### src/rtl/cam_cfg_sequencer.sv
// cam_cfg_sequencer
//   Walks a camera register table after start_i and issues one SCCB write per
//   entry. Table entries are {reg, val}: 16'hFFFF ends the table, reg 8'hFE
//   inserts a delay of val milliseconds, anything else is a register write.
//   NACKed writes are re-issued up to MAX_RETRY times. The video pipeline is
//   held off until cfg_done_o.
// Ports
//   clk_i, rst_n_i        clock, asynchronous active-low reset
//   start_i, abort_i      1-cycle control pulses (abort wins over start)
//   rom_addr_o/rom_data_i table read port, data valid 1 cycle after address
//   sccb_valid_o/ready_i  request handshake to the SCCB master
//   sccb_dev_o/reg_o/data_o  write payload (dev is the constant DEV_ADDR)
//   sccb_done_i/nack_i    transfer completion, nack qualified by done
//   cfg_busy_o/done_o/error_o, err_index_o  status
module cam_cfg_sequencer #(
  parameter int unsigned CLK_FREQ_HZ = 100_000_000,
  parameter int unsigned ROM_AW      = 8,
  parameter logic [7:0]  DEV_ADDR    = 8'h42,
  parameter int unsigned MAX_RETRY   = 3,
  parameter int unsigned GAP_CYCLES  = 16
) (
  input  logic              clk_i,
  input  logic              rst_n_i,
  input  logic              start_i,
  input  logic              abort_i,
  output logic [ROM_AW-1:0] rom_addr_o,
  input  logic [15:0]       rom_data_i,
  output logic              sccb_valid_o,
  input  logic              sccb_ready_i,
  output logic [7:0]        sccb_dev_o,
  output logic [7:0]        sccb_reg_o,
  output logic [7:0]        sccb_data_o,
  input  logic              sccb_done_i,
  input  logic              sccb_nack_i,
  output logic              cfg_busy_o,
  output logic              cfg_done_o,
  output logic              cfg_error_o,
  output logic [ROM_AW-1:0] err_index_o
);

  // Degenerate parameter values are clamped so every counter has at least one bit.
  localparam int unsigned TickCycles = (CLK_FREQ_HZ / 1000 > 0) ? CLK_FREQ_HZ / 1000 : 1;
  localparam int unsigned TickW      = (TickCycles > 1) ? $clog2(TickCycles) : 1;
  localparam int unsigned GapN       = (GAP_CYCLES > 0) ? GAP_CYCLES : 1;
  localparam int unsigned GapW       = (GapN > 1) ? $clog2(GapN) : 1;
  localparam int unsigned RetryW     = (MAX_RETRY > 0) ? $clog2(MAX_RETRY + 1) : 1;

  localparam logic [ROM_AW-1:0] LastIdx = '1;

  localparam logic [3:0] StIdle   = 4'd0;
  localparam logic [3:0] StFetch  = 4'd1;
  localparam logic [3:0] StDecode = 4'd2;
  localparam logic [3:0] StReq    = 4'd3;
  localparam logic [3:0] StWait   = 4'd4;
  localparam logic [3:0] StGap    = 4'd5;
  localparam logic [3:0] StDelay  = 4'd6;
  localparam logic [3:0] StDone   = 4'd7;
  localparam logic [3:0] StError  = 4'd8;

  logic [3:0]        state_q, state_d;
  logic [ROM_AW-1:0] index_q, index_d;
  logic [RetryW-1:0] retry_q, retry_d;
  logic [7:0]        reg_q, reg_d;
  logic [7:0]        data_q, data_d;
  logic [7:0]        ms_q, ms_d;
  logic [TickW-1:0]  tick_q, tick_d;
  logic [GapW-1:0]   gap_q, gap_d;
  logic              abort_q, abort_d;
  logic              done_q, done_d;
  logic              error_q, error_d;
  logic [ROM_AW-1:0] err_idx_q, err_idx_d;

  always_comb begin
    state_d   = state_q;
    index_d   = index_q;
    retry_d   = retry_q;
    reg_d     = reg_q;
    data_d    = data_q;
    ms_d      = ms_q;
    tick_d    = tick_q;
    gap_d     = gap_q;
    abort_d   = abort_q;
    done_d    = done_q;
    error_d   = error_q;
    err_idx_d = err_idx_q;

    case (state_q)
      StIdle, StDone, StError: begin
        if (start_i && !abort_i) begin
          state_d   = StFetch;
          index_d   = '0;
          retry_d   = '0;
          abort_d   = 1'b0;
          done_d    = 1'b0;
          error_d   = 1'b0;
          err_idx_d = '0;
        end
      end
      StFetch: begin
        state_d = abort_i ? StIdle : StDecode;
      end
      StDecode: begin
        if (abort_i) begin
          state_d = StIdle;
        end else if (rom_data_i == 16'hFFFF) begin
          state_d = StDone;
          done_d  = 1'b1;
        end else if (rom_data_i[15:8] == 8'hFE) begin
          state_d = StDelay;
          ms_d    = rom_data_i[7:0];
          tick_d  = '0;
        end else begin
          state_d = StReq;
          reg_d   = rom_data_i[15:8];
          data_d  = rom_data_i[7:0];
        end
      end
      StReq: begin
        // A handshake coinciding with abort is still an accepted transfer.
        if (sccb_ready_i) begin
          state_d = StWait;
          abort_d = abort_i;
        end else if (abort_i) begin
          state_d = StIdle;
        end
      end
      StWait: begin
        if (abort_i) begin
          abort_d = 1'b1;
        end
        if (sccb_done_i) begin
          if (abort_q || abort_i) begin
            state_d = StIdle;
            abort_d = 1'b0;
          end else if (!sccb_nack_i) begin
            retry_d = '0;
            if (index_q == LastIdx) begin
              state_d   = StError;
              error_d   = 1'b1;
              err_idx_d = index_q;
            end else begin
              state_d = StGap;
              gap_d   = '0;
              index_d = index_q + 1'b1;
            end
          end else if (retry_q == RetryW'(MAX_RETRY)) begin
            state_d   = StError;
            error_d   = 1'b1;
            err_idx_d = index_q;
          end else begin
            // Same index: the entry is fetched and re-issued after the gap.
            state_d = StGap;
            gap_d   = '0;
            retry_d = retry_q + 1'b1;
          end
        end
      end
      StGap: begin
        if (abort_i) begin
          state_d = StIdle;
        end else if (gap_q == GapW'(GapN - 1)) begin
          state_d = StFetch;
        end else begin
          gap_d = gap_q + 1'b1;
        end
      end
      StDelay: begin
        if (abort_i) begin
          state_d = StIdle;
        end else if (ms_q == 8'd0) begin
          if (index_q == LastIdx) begin
            state_d   = StError;
            error_d   = 1'b1;
            err_idx_d = index_q;
          end else begin
            state_d = StFetch;
            index_d = index_q + 1'b1;
          end
        end else if (tick_q == TickW'(TickCycles - 1)) begin
          tick_d = '0;
          ms_d   = ms_q - 8'd1;
        end else begin
          tick_d = tick_q + 1'b1;
        end
      end
      default: begin
        state_d = StIdle;
      end
    endcase
  end

  always_ff @(posedge clk_i or negedge rst_n_i) begin
    if (!rst_n_i) begin
      state_q   <= StIdle;
      index_q   <= '0;
      retry_q   <= '0;
      reg_q     <= '0;
      data_q    <= '0;
      ms_q      <= '0;
      tick_q    <= '0;
      gap_q     <= '0;
      abort_q   <= 1'b0;
      done_q    <= 1'b0;
      error_q   <= 1'b0;
      err_idx_q <= '0;
    end else begin
      state_q   <= state_d;
      index_q   <= index_d;
      retry_q   <= retry_d;
      reg_q     <= reg_d;
      data_q    <= data_d;
      ms_q      <= ms_d;
      tick_q    <= tick_d;
      gap_q     <= gap_d;
      abort_q   <= abort_d;
      done_q    <= done_d;
      error_q   <= error_d;
      err_idx_q <= err_idx_d;
    end
  end

  assign rom_addr_o   = index_q;
  assign sccb_valid_o = (state_q == StReq);
  assign sccb_dev_o   = DEV_ADDR;
  assign sccb_reg_o   = reg_q;
  assign sccb_data_o  = data_q;
  assign cfg_busy_o   = !((state_q == StIdle) || (state_q == StDone) || (state_q == StError));
  assign cfg_done_o   = done_q;
  assign cfg_error_o  = error_q;
  assign err_index_o  = err_idx_q;

endmodule

### config.mk
export PLATFORM = sky130hd
export DESIGN_NAME = cam_cfg_sequencer
export DESIGN_NICKNAME = d
export VERILOG_FILES = /design/src/rtl/cam_cfg_sequencer.sv
export SDC_FILE = /design/constraint.sdc
export NUM_CORES = 1
export LEC_CHECK = 0
export BUFFER_PORTS_ARGS = -buffer_cell sky130_fd_sc_hd__buf_2
export CAP_MARGIN = 10
export CORE_UTILIZATION = 50
export DETAILED_ROUTE_END_ITERATION = 7
export GPL_ROUTABILITY_DRIVEN = 0
export GPL_TIMING_DRIVEN = 0
export PLACE_DENSITY = 0.8
export SYNTH_ARGS = -nofsm -noshare
export SYNTH_HDL_FRONTEND = slang
export SYNTH_SLANG_ARGS = --single-unit
### constraint.sdc
create_clock -name clk_i -period 2.5 [get_ports clk_i]
set_input_delay 0.375 -clock clk_i [delete_from_list [all_inputs] [get_ports clk_i]]
set_output_delay 0.375 -clock clk_i [all_outputs]
set_load 0.02 [all_outputs]
## Word-level counts from Yosys, hierarchy flattened

Index checks and enable logic that the tools add are counted.

| storage, ports and cells | value |
|---|---|
| memories kept | 0 |
| latch bits | 0 |
| logic and storage cells | 159 |
| output and inout port bits | 44 |
| memory bits (writable) | 0 |
| input bits | 23 |
| register bits after elaboration | 70 |
| ROM bits | 0 |

| operators by class | value |
|---|---|
| divide/modulo/power cells | 0 |
| add/subtract/negate cells | 5 |
| shift operators | 0 |
| $lt $le $gt $ge | 0 |
| muxes and demuxes | 79 |
| equal/unequal tests | 35 |
| reductions and logical operators | 25 |
| $mul | 0 |
| bitwise operators | 3 |

Operator list:

| cell | count |
|---|---|
| $mux W8 | 20 |
| $mux W17 | 6 |
| $mux W4 | 20 |
| $pmux W8 S3 | 2 |
| $pmux W17 S2 | 1 |
| $ne A2 B2 Y1 const B | 14 |
| $pmux W4 S7 | 1 |
| $reduce_and A7 Y1 | 4 |
| $add A17 B1 Y17 const B | 1 |
| $eq A17 B17 Y1 const B | 1 |
| $eq A16 B16 Y1 const B | 1 |
| $eq A4 B3 Y1 const B | 4 |
| $eq A8 B8 Y1 const B | 2 |
| $pmux W8 S2 | 1 |
| $ne A3 B3 Y1 const B | 5 |
| $mux W1 | 14 |
| $mux W2 | 6 |
| $reduce_and A5 Y1 | 2 |
| $mux W3 | 3 |
| $add A8 B1 Y8 const B | 1 |
| $eq A4 B2 Y1 const B | 2 |
| $eq A4 B4 Y1 const B | 2 |
| $logic_not A8 Y1 | 1 |
| $pmux W4 S2 | 1 |
| 21 further kinds | 32 |

## Longest topological paths before layout

Gate-level depths: netlist (run 1).

| logic depth | value |
|---|---|
| word-level depth | 6 |
| mapped depth | 9 |
| depth with buffers taken out | 7 |

## Least setup slack after synthesis (run 1)

Ideal clock, no wire load.

| timing | value |
|---|---|
| path kind | reg2reg |
| start point | reg index_q[0], in the netlist rom_addr_o[0] |
| end point | reg index_q[7], in the netlist rom_addr_o[7] |
| buffers on the path | 0 |
| clock period less this slack | 2355 ps |
| arrival time | 2286 ps |
| stages on the path, launching flop included | 7 |
| setup time | 69 ps |
| path slack | 145 ps |
| cell sequence | dfrtp_1 > ha_1 > and4_1 > a2111oi_0 > nand3_1 > or4_1 > nand3_1 |

| on the way | value |
|---|---|
| longest elaborated chain between the ends | 6 |
| elaborated cells on any way between the ends | 9 |
| classes of those cells | add/sub (1); eq/ne (1); mux (7) |

Ends and longest elaborated chain:

| item | RTL line | text |
|---|---|---|
| start: declaration | 61 | `logic [ROM_AW-1:0] index_q, index_d;` |
| start signal: assignment | 208 | `index_q <= index_d;` |
| $add A8 B1 Y8 / $eq A8 B8 Y1 (equally long branches) | -- |  |
| $mux W8 * | 137, 171 |  |
| $mux W8 | 135 | `end else if (!sccb_nack_i) begin` |
| $mux W8 | 132 | `if (abort_q \|\| abort_i) begin` |
| $mux W8 | 131 | `if (sccb_done_i) begin` |
| $pmux W8 S3 * | 87 | `case (state_q)` |

Mark *: on every way between the ends. The rest lies on a longest branch, timed or not. The select of a mux whose other input is x is not followed.
A chain may end at the register's enable or synchronous reset.

## Worst setup path after layout (run 1)

| timing | value |
|---|---|
| start point | reg state_q[0] |
| end point | out cfg_busy_o |

| on the way | value |
|---|---|
| longest elaborated chain between the ends | 4 |
| elaborated cells on any way between the ends | 6 |
| classes of those cells | eq/ne (2); reduce/logical (4) |

Ends and longest elaborated chain:

| item | RTL line | text |
|---|---|---|
| start: declaration | 60 | `logic [3:0] state_q, state_d;` |
| start signal: assignment | 194 | `state_q <= StIdle;` |
| start signal: assignment | 207 | `state_q <= state_d;` |
| $eq A4 B3 Y1 / $logic_not A4 Y1 (equally long branches) | 227 | `assign cfg_busy_o = !((state_q == StIdle) \|\| (state_q == StDone) \|\| (state_q == StError));` |
| $logic_or A1 B1 Y1 | 227 |  |
| $logic_or A1 B1 Y1 * | 227 |  |
| $logic_not A1 Y1 * | 227 |  |
| end: declaration | 35 | `output logic cfg_busy_o,` |

Mark *: on every way between the ends. The rest lies on a longest branch, timed or not.

==> results.sh, run 1 <==
export IMPL_hold_ws_ns=0.123
export IMPL_grt_total_usage_pct=26.3
export IMPL_hold_viol=0
export IMPL_cts_buffers=9
export IMPL_synthesis_area_mm2=0.00420
export IMPL_fmax_mhz=414
export IMPL_root_buffer="clkbuf_8"
export IMPL_instances_no_fill=633
export IMPL_skew_ns=0.0169
export IMPL_drive_gt1_share_pct=27.1
export IMPL_p_leak_nw=2.13
export IMPL_io_pins=67
export IMPL_worstSetupStartpointType="register"
export IMPL_grt_pass1_vias=3715
export IMPL_dp_hpwl_um=7710
export IMPL_synth_seq_cells=70
export IMPL_worstSetupPathType="register to primary output"
export IMPL_syn_avg_cell_area_um2=9.45
export IMPL_drc_errors=0
export IMPL_cp_required_ns=2.12
export IMPL_clk_pin_slew_ns=0.08
export IMPL_worst_slack_ns=0.0861
export IMPL_wl_per_cell_um=17.4
export IMPL_worst_pin_slew_ns=0.898
export IMPL_cp_arrival_ns=2.04
export IMPL_yosys_top_cells_area="dfrtp_1, mux2_2, o21ai_0"
export IMPL_period_needed_ns=2.41
export IMPL_die_h_um=93.6
export IMPL_antennaDiodeCount=0
export IMPL_design_area_mm2=0.00497
export IMPL_max_stage_delay_ns=0.49
export IMPL_tns_ns=0
export IMPL_drv_slew=0
export IMPL_gr_total_overflow=0
export IMPL_dpl_cell_count=613
export IMPL_port_buffers=58
export IMPL_hold_buffers=0
export IMPL_final_nets=552
export IMPL_synth_edff_count=0
export IMPL_start_util_pct=51.3
export IMPL_worstPathCellList="clkbuf_1, or3_1, o21ai_2, inv_1, buf_2"
export IMPL_ys_types=70
export IMPL_crit_path_top_delay_cell="dfrtp_1"
export IMPL_cts_tree="built"
export IMPL_wirelength_um=11000
export IMPL_cts_sinks=70
export IMPL_core_area_mm2=0.00818
export IMPL_syn2layout_area_growth_pct=18.4
export IMPL_first_pass_iters=7
export IMPL_yosys_warnings=0
export IMPL_drt_initial_drc_count=374
export IMPL_setup_viol=0
export IMPL_hold_path_class="input port to asynchronous set/reset pin"
export IMPL_ant_nets=0
export IMPL_path_delay_family="buffers and inverters"
export IMPL_antenna_found_initial=0
export IMPL_timing_slew_headroom_pct=40.1
export IMPL_grt_pass1_wl_um=18300
export IMPL_std_cell_rows=33
export IMPL_clkLatencyLatePin_ns=0.35
export IMPL_htreeDepth=3
export IMPL_rsz0062_at_grt="true"
export IMPL_grt_max_degree=71
export IMPL_status="completed"
export IMPL_ys_seq_area_share_pct=41.7
export IMPL_regToRegSetupSlack_ns=0.09
export IMPL_ir_worst_vdd_mv=0.808
export IMPL_crit_fanout=10
export IMPL_fin_util_pct=60.8
export IMPL_drv_cap=0
export IMPL_cp_num_buf_inv=3
export IMPL_fp_dieArea_mm2=0.00877
export IMPL_die_w_um=93.6
export IMPL_ys_flop_type="dfrtp_1"
export IMPL_end_kind="primary output"
export IMPL_dr_total_vias=4027
export IMPL_clockBufferDepth=2
export IMPL_p_total_mw=4.31
export IMPL_netlist_instances=444
export IMPL_fin_crit_sh_pct=96.6
export IMPL_yosys_area_top_type_share_pct=41.7
export IMPL_synth_area_leader_cell="dfrtp_1"
export IMPL_async_reset_ff_share_pct=100
export IMPL_placed_area_mm2=0.00464
export IMPL_viasPerCell=6.36
export IMPL_powerDensity_mw_per_mm2=867
export IMPL_pre_cts_ws_ns=-0.0256
-- cells in the mapped netlist, types with 4 or more instances --
cell / n
a211o_1: 6
a211oi_1: 7
a21oi_1: 18
a22o_1: 6
a31oi_1: 11
and3_1: 6
buf_4: 10
clkbuf_1: 16
dfrtp_1: 70
ha_1: 6
inv_1: 14
mux2_2: 19
nand2_1: 30
nand2b_1: 7
nand3_1: 21
nand4_1: 9
nor2_1: 30
nor3_1: 13
o21ai_0: 26
o21ai_1: 5
o22ai_1: 6
o31ai_1: 15
o41ai_1: 5
or3_1: 11
or4_1: 6
or4b_1: 4
-- placed cells by master (no fill, tap or decap), types with 4 or more instances in the layout --
cell,n
buf_2,58
or3_1,10
nand2b_1,7
nor3_1,11
o31ai_1,15
nand3_1,20
o21ai_0,24
clkbuf_8,10
or4b_1,4
a22o_1,6
nand2_1,30
or4_1,5
a21oi_1,17
a211o_1,6
o21ai_1,6
dfrtp_1,70
inv_1,14
a211oi_1,7
nand4_1,9
and3_1,6
clkbuf_1,13
a31oi_1,11
nor2_1,30
conb_1,8
ha_1,6
buf_4,15
o41ai_1,5
o22ai_1,6
mux2_2,19
-- area by class of cell --
class	count	area, µm²
Inverter	14	52.6
Timing Repair Buffer	62	323
Fill cell	696	3200
Buffer	31	185
Sequential cell	70	1750
Clock inverter	6	61.3
Multi-Input combinational cell	335	2330
Tap cell	105	131
Clock buffer	10	138
-- sequential cells by signal (all words and copies together) (netlist names) --
name and count:
abort_q 1, cfg_done_o 1, cfg_error_o 1, err_index_o 8
gap_q 4, ms_q 8, retry_q 2, rom_addr_o 8
sccb_data_o 8, sccb_reg_o 8, state_q 4, tick_q 17
-- timing repair --
item / CTS / global route
pin swaps: 1 / 0
resized for setup: 3 / 23
endpoints found under the setup margin: 8 / 44
buffers inserted: 1 / 3
gates cloned: 0 / 0
-- per-layer routing --
metal | wire [µm] | up-vias | global-route usage [%]
met1 | 4800 | 1935 | 37.2
met5 | 0 | - | 0
met3 | 872 | 25 | 3.66
met2 | 5100 | 210 | 41.5
li1 | - | 1857 | -
met4 | 242 | 0 | 8.85
-- report_power, final --
group	internal (mW)	switching (mW)	total, mW
logic	0.667	1.10	1.76
registers	1.39	0.232	1.62
clock network	0.485	0.442	0.926
-- worst paths after layout --
kind	from	end	cells past startpoint
max in group asynchronous	rst_n_i	state_q[0]$_DFFE_PN0P_	1
hold / removal	rst_n_i	err_index_o[2]$_DFFE_PN0P_	1
hold reg to reg	sccb_data_o[7]$_DFFE_PN0P_	sccb_data_o[7]$_DFFE_PN0P_	1
setup / recovery	state_q[0]$_DFFE_PN0P_	cfg_busy_o	5
min in group clk_i	rom_data_i[14]	sccb_reg_o[6]$_DFFE_PN0P_	2
setup reg to reg	ms_q[0]$_DFFE_PN0P_	tick_q[1]$_DFFE_PN0P_	9
-- cells by family (layout without fill, tap and decap cells) --
kind of cell | Yosys count | count (layout) | share of synthesized area, %
and+or+nand+nor | 164 | 164 | 22.1
AOI/OAI and AO/OA | 135 | 135 | 22.8
DFF | 70 | 70 | 41.7
buffers and inverters | 45 | 123 | 5.51
muxes | 22 | 22 | 5.87
adders and majority gates | 6 | 6 | 1.79
other | 2 | 8 | 0.179
Note: power is estimated with default switching activity, not from simulation.
==> inputs of run 2 (changes only) <==
--- a/config.mk
+++ b/config.mk
@@ -10,8 +10,9 @@
 export CORE_UTILIZATION = 50
 export DETAILED_ROUTE_END_ITERATION = 7
 export GPL_ROUTABILITY_DRIVEN = 0
-export GPL_TIMING_DRIVEN = 0
+export GPL_TIMING_DRIVEN = 1
 export PLACE_DENSITY = 0.8
+export SLEW_MARGIN = 40
 export SYNTH_ARGS = -nofsm -noshare
 export SYNTH_HDL_FRONTEND = slang
 export SYNTH_SLANG_ARGS = --single-unit
==> results.sh, run 2 (synthesis results as in run 1) <==
export IMPL_tns_ns=0
export IMPL_worstSetupStartpointType="register"
export IMPL_drv_slew=0
export IMPL_layout_commonest_cell="dfrtp_1"
export IMPL_syn2layout_area_growth_pct=15.6
export IMPL_die_w_um=93.6
export IMPL_seq_power_share_pct=39.2
export IMPL_ant_nets=0
export IMPL_worst_pin_slew_ns=0.710
export IMPL_htreeDepth=3
export IMPL_hold_path_class="input port to register"
export IMPL_root_buffer="clkbuf_8"
export IMPL_first_pass_iters=5
export IMPL_p_comb_share_pct=39.1
export IMPL_wirelength_um=10400
export IMPL_fp_dieArea_mm2=0.00877
export IMPL_cts_buffers=9
export IMPL_p_leak_nw=2.10
export IMPL_io_pins=67
export IMPL_start_util_pct=51.3
export IMPL_skew_ns=0.0150
export IMPL_grt_total_usage_pct=25.1
export IMPL_cts_tree="built"
export IMPL_ir_worst_vdd_mv=0.737
export IMPL_swShare_pct=41.2
export IMPL_fin_util_pct=59.4
export IMPL_post_cts_buffers=0
export IMPL_worstSetupPathType="register to register"
export IMPL_hold_viol=0
export IMPL_viasPerCell=6.34
export IMPL_final_nets=538
export IMPL_p_sw_mw=1.75
export IMPL_clockPowerShare_pct=21.7
export IMPL_intPower_mw=2.50
export IMPL_cp_required_ns=2.72
export IMPL_end_kind="register"
export IMPL_setup_viol=0
export IMPL_antenna_found_initial=0
export IMPL_largest_register_ffs=17
export IMPL_period_needed_ns=2.41
export IMPL_design_area_mm2=0.00485
export IMPL_fillCellCount=711
export IMPL_drv_cap=0
export IMPL_die_h_um=93.6
export IMPL_cp_arrival_ns=2.63
export IMPL_grt_max_degree=40
export IMPL_timing_slew_headroom_pct=52.7
export IMPL_worst_slack_ns=0.0900
export IMPL_grt_pass1_vias=3605
export IMPL_dp_hpwl_um=7550
export IMPL_status="completed"
export IMPL_gr_total_overflow=0
export IMPL_layout_common_cells="dfrtp_1, buf_2, nand2_1, nor2_1, o21ai_0"
export IMPL_drc_errors=0
export IMPL_fmax_mhz=415
export IMPL_top_register="tick_q"
export IMPL_drt_initial_drc_count=376
export IMPL_clkLatencyLatePin_ns=0.36
export IMPL_multi_input_area_mm2=0.00226
export IMPL_dr_total_vias=3924
export IMPL_powerDensity_mw_per_mm2=875
export IMPL_cts_sinks=70
export IMPL_drive_gt1_share_pct=25.5
export IMPL_grt_pass1_wl_um=17200
export IMPL_core_area_mm2=0.00818
export IMPL_placed_area_mm2=0.00463
export IMPL_crit_fanout=13
export IMPL_register_area_mm2=0.00175
export IMPL_pre_cts_ws_ns=0.0988
export IMPL_fin_crit_sh_pct=96.4
export IMPL_std_cell_rows=33
export IMPL_clk_pin_slew_ns=0.07
export IMPL_antennaDiodeCount=0
export IMPL_rsz0062_at_grt="false"
export IMPL_clockBufferDepth=2
export IMPL_wl_per_cell_um=16.8
export IMPL_port_buffers=58
run 2: cell count changes in the layout (fill, tap and decap cells not counted), sizes merged:
| cell | previous run | this run |
|---|---|---|
| buf | 76 | 78 |
| clkbuf | 27 | 9 |
| clkinv | 4 | 3 |
| clkinvlp | 1 | 2 |
| dlygate4sd3 | 0 | 1 |
| inv | 14 | 15 |
run 2: layout make-up:
class	count	share of cell area (%)
clock buffers	9	2.55
clock inverters	7	1.50
inverters	14	1.08
multi-input cells	335	46.5
flip-flops and latches	70	36.1
well taps	105	2.71
repair buffers	79	9.59
run 2: worst paths after layout:
| check | to | depth (start not counted) | slack (ns) | startpoint |
|---|---|---|---|---|
| min in group asynchronous | err_index_o[5]$_DFFE_PN0P_ | 2 | 0.50 | rst_n_i |
| worst max register to register | rom_addr_o[4]$_DFFE_PN0P_ | 8 | 0.09 | ms_q[0]$_DFFE_PN0P_ |
| max in group asynchronous | state_q[1]$_DFFE_PN0P_ | 3 | 1.44 | rst_n_i |
| worst max-delay path | rom_addr_o[4]$_DFFE_PN0P_ | 8 | 0.09 | ms_q[0]$_DFFE_PN0P_ |
| worst min-delay path | sccb_reg_o[1]$_DFFE_PN0P_ | 2 | 0.26 | rom_data_i[9] |
| worst min register to register | sccb_data_o[3]$_DFFE_PN0P_ | 1 | 0.50 | sccb_data_o[3]$_DFFE_PN0P_ |
run 2: metal layers:
metal	wire length [µm]	share of wire, %	global-route usage, %
met5	0	0	0
met4	208	2.0	9.10
met3	756	7.2	5.37
met2	4760	46	38.2
met1	4700	45	35.2
run 2: per-stage QoR:
stage / hold WS (ns) / total power, mW / cells
after global placement: 0.467 / 3.23 / 602
final: 0.260 / 4.24 / 619
after detailed placement: 0.481 / 3.29 / 602
after floorplan: 0.0794 / 2.77 / 450
after global routing: 0.262 / 4.48 / 619
after CTS: 0.0999 / 4.21 / 618
run 2: critical path: stages (launching register included):
cell,delay [ns]
dfrtp_1,0.39
inv_1,0.12
ha_1,0.16
or4b_4,0.48
o41ai_4,0.29
nand3_1,0.18
buf_4,0.23
o31ai_1,0.30
o31ai_1,0.13
run 2: what timing repair did:
action	CTS	global route
setup endpoints to repair	0	1
gates resized for setup	0	1
endpoints found under the hold margin	0	27
hold buffers	0	1
run 2: power groups by stage:
stage	combinational, mW	clock [mW]	sequential [mW]
final	1.66	0.922	1.66
after CTS	1.63	0.936	1.65
after detailed placement	1.63	0	1.67
after global routing	1.80	0.981	1.70
after floorplan	1.02	0	1.76
after global placement	1.58	0	1.65
